<file path="src/rtl/instr_queue.sv">
// -----------------------------------------------------------------------------
// instr_queue
//
// Instruction buffer sitting between fetch and decode. Holds up to DEPTH
// instructions, each tagged with its PC, in a circular FIFO with valid/ready
// handshakes on both sides. The standard RISC-V register and opcode fields are
// decoded from the head entry. A flush discards everything buffered (redirect).
//
// Optional feature macro: INSTR_QUEUE_BYPASS_EN
//   defined   -> when the queue is empty, an incoming instruction is presented
//                on the output in the same cycle (0-cycle latency); if decode
//                takes it in that cycle it is never stored.
//   undefined -> registered path only, 1-cycle latency from push to out_valid.
//
// Parameters:
//   WIDTH  instruction width (>= 32); decoded fields come from bits [31:0]
//   PC_W   PC tag width
//   DEPTH  number of entries (power of two, >= 2)
//
// Ports:
//   clk        clock, all state updates on rising edge
//   reset_n    synchronous active-low reset
//   flush      discard all entries on the next edge
//   in_valid   fetch presents in_instr/in_pc
//   in_ready   queue can accept (count != DEPTH), registered state only
//   in_instr   instruction word
//   in_pc      PC of in_instr
//   out_valid  head entry valid
//   out_ready  decode consumes the head entry
//   out_instr  head instruction (0 when out_valid = 0)
//   out_pc     head PC (0 when out_valid = 0)
//   rs2/rs1/rd/funct3/opcode  slices of out_instr
//   count      number of stored entries
// -----------------------------------------------------------------------------
module instr_queue #(
  parameter int WIDTH = 32,
  parameter int PC_W  = 32,
  parameter int DEPTH = 4
) (
  input  logic                     clk,
  input  logic                     reset_n,
  input  logic                     flush,
  input  logic                     in_valid,
  output logic                     in_ready,
  input  logic [WIDTH-1:0]         in_instr,
  input  logic [PC_W-1:0]          in_pc,
  output logic                     out_valid,
  input  logic                     out_ready,
  output logic [WIDTH-1:0]         out_instr,
  output logic [PC_W-1:0]          out_pc,
  output logic [4:0]               rs2,
  output logic [4:0]               rs1,
  output logic [4:0]               rd,
  output logic [2:0]               funct3,
  output logic [6:0]               opcode,
  output logic [$clog2(DEPTH):0]   count
);

  localparam int AW = $clog2(DEPTH);
  localparam int CW = AW + 1;

  // Entry storage. Read is asynchronous because the head entry must be
  // visible in the cycle right after the push edge.
  logic [WIDTH-1:0] instr_mem [DEPTH];
  logic [PC_W-1:0]  pc_mem    [DEPTH];

  logic [AW-1:0] rd_ptr_reg, rd_ptr_next;
  logic [AW-1:0] wr_ptr_reg, wr_ptr_next;
  logic [CW-1:0] count_reg,  count_next;

  logic             empty;
  logic             bypass_active;
  logic             push;
  logic             pop;
  logic             store;    // push that actually lands in storage
  logic             pop_mem;  // pop that actually removes a stored entry
  logic             mem_we;
  logic [WIDTH-1:0] head_instr;
  logic [PC_W-1:0]  head_pc;

  // ---------------------------------------------------------------------------
  // Status
  // ---------------------------------------------------------------------------
  assign empty    = (count_reg == '0);
  assign in_ready = (count_reg != CW'(DEPTH));

`ifdef INSTR_QUEUE_BYPASS_EN
  // An empty queue forwards the incoming instruction straight to decode.
  assign bypass_active = empty && in_valid && !flush;
  assign head_instr    = bypass_active ? in_instr : instr_mem[rd_ptr_reg];
  assign head_pc       = bypass_active ? in_pc    : pc_mem[rd_ptr_reg];
`else
  assign bypass_active = 1'b0;
  assign head_instr    = instr_mem[rd_ptr_reg];
  assign head_pc       = pc_mem[rd_ptr_reg];
`endif

  assign out_valid = !empty || bypass_active;

  assign push = in_valid && in_ready;
  assign pop  = out_valid && out_ready;

  // A bypassed instruction that decode accepts in the same cycle is consumed
  // on the fly: it is neither written nor popped from storage. A bypassed
  // instruction that is not accepted is stored like any other push (the
  // queue is empty, so nothing is popped from storage in that case).
  assign store   = push && !(bypass_active && out_ready);
  assign pop_mem = pop && !bypass_active;

  // Flush and reset both win over the handshake; don't bother writing then.
  assign mem_we = store && reset_n && !flush;

  // ---------------------------------------------------------------------------
  // Next-state
  // ---------------------------------------------------------------------------
  always_comb begin
    rd_ptr_next = rd_ptr_reg;
    wr_ptr_next = wr_ptr_reg;
    count_next  = count_reg;
    if (flush) begin
      rd_ptr_next = '0;
      wr_ptr_next = '0;
      count_next  = '0;
    end else begin
      if (store) begin
        wr_ptr_next = wr_ptr_reg + AW'(1);
      end
      if (pop_mem) begin
        rd_ptr_next = rd_ptr_reg + AW'(1);
      end
      count_next = count_reg + CW'(store) - CW'(pop_mem);
    end
  end

  always_ff @(posedge clk) begin
    if (!reset_n) begin
      rd_ptr_reg <= '0;
      wr_ptr_reg <= '0;
      count_reg  <= '0;
    end else begin
      rd_ptr_reg <= rd_ptr_next;
      wr_ptr_reg <= wr_ptr_next;
      count_reg  <= count_next;
    end
  end

  // Storage has no reset: stale contents are masked by count/out_valid.
  always_ff @(posedge clk) begin
    if (mem_we) begin
      instr_mem[wr_ptr_reg] <= in_instr;
      pc_mem[wr_ptr_reg]    <= in_pc;
    end
  end

  // ---------------------------------------------------------------------------
  // Outputs
  // ---------------------------------------------------------------------------
  assign out_instr = out_valid ? head_instr : '0;
  assign out_pc    = out_valid ? head_pc    : '0;
  assign count     = count_reg;

  assign rs2    = out_instr[24:20];
  assign rs1    = out_instr[19:15];
  assign rd     = out_instr[11:7];
  assign funct3 = out_instr[14:12];
  assign opcode = out_instr[6:0];

endmodule

</file>
<file path="config.mk">
export PLATFORM = sky130hd
export DESIGN_NAME = instr_queue
export DESIGN_NICKNAME = d
export VERILOG_FILES = /design/src/rtl/instr_queue.sv
export SDC_FILE = /design/constraint.sdc
export NUM_CORES = 1
export LEC_CHECK = 0
export BUFFER_PORTS_ARGS = -buffer_cell sky130_fd_sc_hd__buf_2
export CORE_MARGIN = 1.5
export CORE_UTILIZATION = 51
export DETAILED_ROUTE_END_ITERATION = 8
export PLACE_DENSITY = 0.8
export SYNTH_ARGS = -nofsm -noshare
export SYNTH_HDL_FRONTEND = slang
export SYNTH_SLANG_ARGS = --single-unit
</file>
<file path="constraint.sdc">
create_clock -name clk -period 3 [get_ports clk]
set_clock_uncertainty 0.2 [all_clocks]
set_input_delay 0.6 -clock clk [delete_from_list [all_inputs] [get_ports clk]]
set_output_delay 0.6 -clock clk [all_outputs]
set_load 0.005 [all_outputs]
</file>
# [Yosys cells after proc, flatten, opt, wreduce, memory -nomap -nowiden]
# Memories as Yosys holds them, arrays and structs flattened. A register that Yosys moved wholly into a read port is not among the register bits.
# Index checks and enable logic that the tools add are counted.
[op_classes] bitwise_logic=1 add_sub_neg=4 muxes=8 n_reduce_logical=8 n_eq_ne=1
[ops] op="$mux 32" count=2
[ops] op="$mux 2" count=4
[ops] op="$add 2x1->2 const B" count=2
[ops] op="$logic_and 1x1->1" count=4
[ops] op="$add 3x1->3" count=1
[ops] op="$logic_not 3->1" count=1
[ops] op="$ne 3x3->1 const B" count=1
[ops] op="$sub 3x1->3" count=1
[ops] op="$logic_not 1->1" count=2
[ops] op="$mux 1" count=2
[ops] op="$reduce_or 2->1" count=1
[ops] op="$not 1->1" count=1
[word_totals] in_bits=69 ff_bits=7 memories=2 ram_bits=256
[memory_table] memory="instr_mem" depth=4 word_bits=32 read_ports=1 rd_clocked_by_memory_dff=1 write_ports=1 line="64" source="logic [WIDTH-1:0] instr_mem [DEPTH];"
[memory_table] memory="pc_mem" depth=4 word_bits=32 read_ports=1 rd_clocked_by_memory_dff=1 write_ports=1 line="65" source="logic [PC_W-1:0] pc_mem [DEPTH];"

# [Logic depth before layout (Yosys ltp)]
# Gate-level depths: netlist (run 1).
[logic_depth] ltp_word=6 ltp_mapped=11 ltp_nobuf=11

# [Worst setup path before layout (run 1)]
# No wires, ideal clock.
[synth_path] kind="input port to flip-flop" start="input reset_n" end="memory instr_mem[0][0], enable pin" required_time_ns=2.371 arrival_ns=2.496 setup_ns=0.429 path_stages=2 slack_ns=-0.125 cell_sequence="nor2b_1 > and3_1"
[synth_between] elab_chain_cells=4
[synth_lines] element="from (decl)" line="41" source="input logic reset_n,"
[synth_lines] element="$logic_and 1x1->1 (2 in series)" line="111" source="assign mem_we = store && reset_n && !flush;"
[synth_lines] element="$mux 1" line="149" source="if (mem_we) begin"
[synth_lines] element="$mux 1 (not written as such)" line="150" source="instr_mem[wr_ptr_reg] <= in_instr;"
[synth_lines] element="to (decl)" line="64"
# Every way passes these cells.

==> impl_metrics.env, run 1 <==
export IMPL_status="completed"
export IMPL_ys_seq_area_share_pct=75.7
export IMPL_routabilityCongestion=0.747
export IMPL_synth_fp_nets=555
export IMPL_worstRegToRegCells=11
export IMPL_post_drt_wl_per_cell_um=20.3
export IMPL_ir_drop_mv=0.474
export IMPL_htreeDepth=1
export IMPL_grt_usage_pct=18.0
export IMPL_clock_power_share_pct=39.1
export IMPL_cts_tree="built"
export IMPL_nFillCells=1418
export IMPL_yosys_warnings=0
export IMPL_syn_avg_cell_area_um2=21.7
export IMPL_initial_core_util_pct=51.7
export IMPL_drc=0
export IMPL_die_w_um=146
export IMPL_arrival_ps=2080
export IMPL_clk_pin_slew_ps=60
export IMPL_rsz0062_at_grt="no"
export IMPL_min_path_type="in -> reg"
export IMPL_dp_hpwl_um=11700
export IMPL_post_route_min_period_ps=2880
export IMPL_finalMaxSlewViolations=0
export IMPL_initialDrtViolationCount=248
export IMPL_worstPathRequired_ps=2200
export IMPL_io_pin_count=163
export IMPL_synth_edf_count=256
export IMPL_switchingPower_mw=1.53
export IMPL_synth_area_top_cells="edfxtp_1, mux4_2, and2_1"
export IMPL_max_freq_ghz=0.348
export IMPL_postCtsHoldBufs=0
export IMPL_synth_area_um2=10400
export IMPL_holdPathEnd="instr_mem[3][3]$_DFFE_PP_"
export IMPL_overflow=0
export IMPL_ys_flop_type="edfxtp_1"
export IMPL_synth_top_area_share_pct=74.0
export IMPL_ant_nets=0
export IMPL_clockRootBuffer="clkbuf_16"
export IMPL_synth_seq_cells=265
export IMPL_power_total_mw=7.56
export IMPL_post_route_cell_area_um2=12300
export IMPL_post_dp_cell_area_um2=11400
export IMPL_dp_cells=879
export IMPL_p_leak_nw=4.35
export IMPL_die_area_um2=21200
export IMPL_cpPeakStageDelay_ps=610
export IMPL_setup_ws_ps=124
export IMPL_power_frac_seq_pct=54.4
export IMPL_via_per_inst=5.35
export IMPL_reg2reg_slack_ps=280
export IMPL_async_reset_ff_share_pct=0
export IMPL_rr_endpoint="count[2]$_SDFF_PP0_"
export IMPL_rows=52
export IMPL_fin_setup_tns_ps=0
export IMPL_switching_share_pct=20.2
export IMPL_crit_buf_inv=2
export IMPL_tightest_slew_ps=565
export IMPL_syn2layout_area_growth_pct=18.2
export IMPL_critPathMaxFanout=28
export IMPL_slowest_stage="dfxtp_4"
export IMPL_whs_path_depth=1
export IMPL_setup_viol=0
export IMPL_relSlewSlack_pct=62.3
export IMPL_setup_worst_path_start_class="register"
export IMPL_p_comb_share_pct=6.4
export IMPL_netlist_instances=479
export IMPL_max_cap_violations=0
export IMPL_port_buffers=162
export IMPL_r2r_start="count[2]$_SDFF_PP0_"
export IMPL_worstHoldStart="in_instr[3]"
export IMPL_synth_largest_area_cell="edfxtp_1"
export IMPL_yosys_top_cells_count="edfxtp_1, and2_1, mux4_2"
export IMPL_final_hold_violation_count=0
export IMPL_cts_buffers=26
export IMPL_grt_max_degree=66
export IMPL_clock_sinks=265
export IMPL_postLayoutCoreUtil_pct=61.1
export IMPL_drive_gt1_share_pct=43.4
export IMPL_timing_hold_ws_ps=97.7
export IMPL_grt_pass1_wl_um=29400
export IMPL_synth_cell_types=28
export IMPL_vias=4997
export IMPL_antenna_found_initial=5
export IMPL_fin_crit_sh_pct=95.9
export IMPL_synth_most_common_cell="edfxtp_1"
export IMPL_dr_pass1_iters=4
export IMPL_layoutNonFillerInstCount=934
export IMPL_crit_family="flip-flops"
export IMPL_powerDensity_nw_per_um2=616
export IMPL_cts_buffer_depth=3
export IMPL_end_kind="output port"
export IMPL_pre_cts_ws_ps=289
export IMPL_path_cells="buf_12 -> mux4_1 -> and2_1 -> buf_2"
export IMPL_setup_worst_path_class="reg -> out"
export IMPL_core_um2=20100
export IMPL_die_y_um=146
export IMPL_grt_pass1_vias=5457
export IMPL_clk_latency_ps=510
export IMPL_nets=718
export IMPL_internal_power_mw=6.03
export IMPL_drt_total_wl_um=18900
-- logic make-up after synthesis --
kind of cell / after synthesis / share of synthesized area (%)
flops: 265 / 75.7
simple gates: 84 / 4.97
mux: 64 / 14.0
buf+inv: 52 / 3.88
fa+ha+maj: 7 / 0.915
compound gates: 4 / 0.277
xor+xnor: 3 / 0.253
-- cell type report --
class	instances	area, um2	area share (%)
Sequential cell	265	7880	64.1
Multi-Input combinational cell	162	2140	17.5
Timing Repair Buffer	181	1110	9.01
Clock buffer	35	726	5.91
Tap cell	270	338	2.75
Clock inverter	13	65.1	0.530
Inverter	6	22.5	0.183
Antenna cell	2	5.00	0.0407
-- worst max path at each step --
stage	start	end	slack [ps]	depth (start not counted)
after floorplan	count[2]$_SDFF_PP0_	count[2]$_SDFF_PP0_	480	11
after global placement	count[1]$_SDFF_PP0_	count[2]$_SDFF_PP0_	430	11
after detailed placement	count[2]$_SDFF_PP0_	count[2]$_SDFF_PP0_	290	11
after CTS	count[1]$_SDFF_PP0_	out_instr[0]	10	4
after global routing	register	out_pc[27]	6	4
final	register	out_instr[0]	120	4
-- cell usage in the layout (no fill, tap or decap), drive strengths merged, types with 5 or more instances in the layout --
cell	instances
inv	6
and2	67
mux4	64
buf	181
edfxtp	256
dfxtp	9
nor2	5
clkinv	12
ha	6
clkbuf	35
-- metal layers --
layer | vias up | global-route usage (%) | wire length, um
li1 | 2227 | - | -
met1 | 2581 | 22.8 | 7590
met2 | 158 | 31.3 | 9780
met3 | 27 | 4.61 | 1260
met4 | 4 | 4.44 | 254
met5 | - | 0 | 26
-- worst reg2reg max path: stages (launching register included) --
cell     delay, ps
dfxtp_1        410
or3b_4         430
and2_4         200
inv_1           70
ha_1           230
inv_1           60
ha_1           130
inv_1           50
fa_1           400
xor2_1         170
and2_1         170
nor3_1         140
-- power by group through the flow --
stage,logic (mW),registers (mW),clock network [mW]
after floorplan,0.280,4.19,0
after global placement,0.465,4.20,0
after detailed placement,0.482,4.20,0
after CTS,0.493,4.12,3.03
after global routing,0.533,4.12,3.17
final,0.485,4.12,2.96
-- timing repair --
item                       CTS  global route
pin swaps                    0             0
buffers inserted             5             0
setup endpoints to repair   60            66
gates resized for setup      0             1
(Power assumes the default switching activity.)
==> run 2, diff against run 1 <==
--- a/config.mk
+++ b/config.mk
@@ -6,6 +6,7 @@
 export NUM_CORES = 1
 export LEC_CHECK = 0
 export BUFFER_PORTS_ARGS = -buffer_cell sky130_fd_sc_hd__buf_2
+export CORE_ASPECT_RATIO = 0.75
 export CORE_MARGIN = 1.5
 export CORE_UTILIZATION = 51
 export DETAILED_ROUTE_END_ITERATION = 8
==> impl_metrics.env, run 2 (synthesis gave the netlist of run 1 again) <==
export IMPL_status="completed"
export IMPL_syn2layout_area_growth_pct=17.4
export IMPL_timing_hold_ws_ps=86.0
export IMPL_worstPathRequired_ps=2200
export IMPL_p_comb_share_pct=6.3
export IMPL_initial_core_util_pct=51.7
export IMPL_drt_total_wl_um=18900
export IMPL_max_cap_violations=0
export IMPL_setup_worst_path_start_class="register"
export IMPL_htreeDepth=1
export IMPL_nets=715
export IMPL_antenna_found_initial=2
export IMPL_end_kind="output port"
export IMPL_mostFrequentLayoutCells="edfxtp_1, buf_2, and2_1, mux4_2, clkbuf_16"
export IMPL_ant_nets=0
export IMPL_cts_tree="built"
export IMPL_finalMaxSlewViolations=0
export IMPL_dp_hpwl_um=11700
export IMPL_grt_usage_pct=18.5
export IMPL_fin_crit_sh_pct=96.6
export IMPL_powerDensity_nw_per_um2=630
export IMPL_setup_ws_ps=102
export IMPL_clk_latency_ps=520
export IMPL_dr_pass1_iters=4
export IMPL_port_buffers=162
export IMPL_p_leak_nw=4.33
export IMPL_max_freq_ghz=0.345
export IMPL_setup_viol=0
export IMPL_core_um2=20100
export IMPL_io_pin_count=163
export IMPL_drive_gt1_share_pct=43.3
export IMPL_tightest_slew_ps=486
export IMPL_power_frac_seq_pct=53.5
export IMPL_grt_max_degree=66
export IMPL_ir_drop_mv=0.527
export IMPL_layoutNonFillerInstCount=915
export IMPL_r2r_start="count[2]$_SDFF_PP0_"
export IMPL_clockRootBuffer="clkbuf_16"
export IMPL_grt_pass1_vias=5281
export IMPL_worstHoldStart="in_pc[7]"
export IMPL_setup_worst_path_class="reg -> out"
export IMPL_cts_buffers=25
export IMPL_die_area_um2=21300
export IMPL_rows=45
export IMPL_switchingPower_mw=1.57
export IMPL_pre_cts_ws_ps=276
export IMPL_clock_sinks=265
export IMPL_die_y_um=127
export IMPL_dp_cells=868
export IMPL_final_hold_violation_count=0
export IMPL_startpoint="count[1]$_SDFF_PP0_"
export IMPL_post_drt_wl_per_cell_um=20.7
export IMPL_overflow=0
export IMPL_switching_share_pct=20.5
export IMPL_post_route_min_period_ps=2900
export IMPL_fin_setup_tns_ps=0
export IMPL_internal_power_mw=6.12
export IMPL_routabilityCongestion=0.726
export IMPL_relSlewSlack_pct=67.2
export IMPL_clk_pin_slew_ps=70
export IMPL_layout_commonest_cell="edfxtp_1"
export IMPL_initialDrtViolationCount=508
export IMPL_min_path_type="in -> reg"
export IMPL_die_w_um=168
export IMPL_drc=0
export IMPL_vias=5020
export IMPL_critPathMaxFanout=65
export IMPL_rsz0062_at_grt="no"
export IMPL_power_total_mw=7.69
export IMPL_via_per_inst=5.49
export IMPL_arrival_ps=2100
export IMPL_clock_power_share_pct=40.2
export IMPL_grt_pass1_wl_um=30000
export IMPL_cts_buffer_depth=3
## run 2: cell types whose count changed in the layout (fill, tap and decap cells not counted), sizes merged
| cell | change |
|---|---|
| clkbuf | -8 |
| bufinv | +3 |
| buf | -2 |
| inv | +2 |
| clkinv | -1 |
| diode | -1 |
## run 2: repair_timing
action                                  4_1_cts  5_1_grt
resized for setup                             1        1
endpoints found under the setup margin       39       89
hold endpoints to repair                      0        0
buffers inserted                              2        0
hold buffers                                  0        0
## run 2: through the flow
step | util, % | cell area [um2]
finish | 60.7 | 12200
global route | 60.7 | 12200
CTS | 60.7 | 12200
detailed placement | 56.6 | 11400
global placement | 56.6 | 11400
floorplan | - | 10400
## run 2: path summary, 6_finish.rpt
kind                                                    to  slack [ps]  cells after the start
worst min-delay path                pc_mem[1][7]$_DFFE_PP_          90                      1
worst max-delay path                            out_pc[15]         100                      4
worst max register to register         count[2]$_SDFF_PP0_         270                     11
worst min register to register  wr_ptr_reg[0]$_SDFFE_PP0N_         320                      2
## run 2: area by class of cell
| type | count | area, um2 |
|---|---|---|
| Timing Repair Buffer | 179 | 1040 |
| Tap cell | 258 | 323 |
| Antenna cell | 1 | 2.50 |
| Inverter | 6 | 22.5 |
| Clock buffer | 27 | 633 |
| Sequential cell | 265 | 7870 |
| Clock inverter | 17 | 165 |
| Multi-Input combinational cell | 162 | 2140 |
| Fill cell | 1396 | 7900 |
## run 2: critical path, stage by stage (launching register included)
cell	delay [ps]
dfxtp_1	390
or3_2	520
buf_6	260
and2_1	240
buf_2	140
## run 2: layer usage
layer / vias to the layer above / wire length (um) / global-route usage (%)
met5: - / 7 / 0
met3: 32 / 1330 / 4.18
met4: 2 / 333 / 3.87
met1: 2557 / 8300 / 27.0
met2: 219 / 8930 / 29.1
li1: 2210 / - / -
## run 2: power groups by stage
| stage | clock (mW) | sequential (mW) | combinational [mW] |
|---|---|---|---|
| 2_1_floorplan | 0 | 4.19 | 0.280 |
| 3_3_place_gp | 0 | 4.19 | 0.466 |
| 3_5_place_dp | 0 | 4.20 | 0.478 |
| 4_1_cts | 3.15 | 4.12 | 0.485 |
| 5_1_grt | 3.29 | 4.12 | 0.529 |
| 6_report | 3.09 | 4.12 | 0.481 |
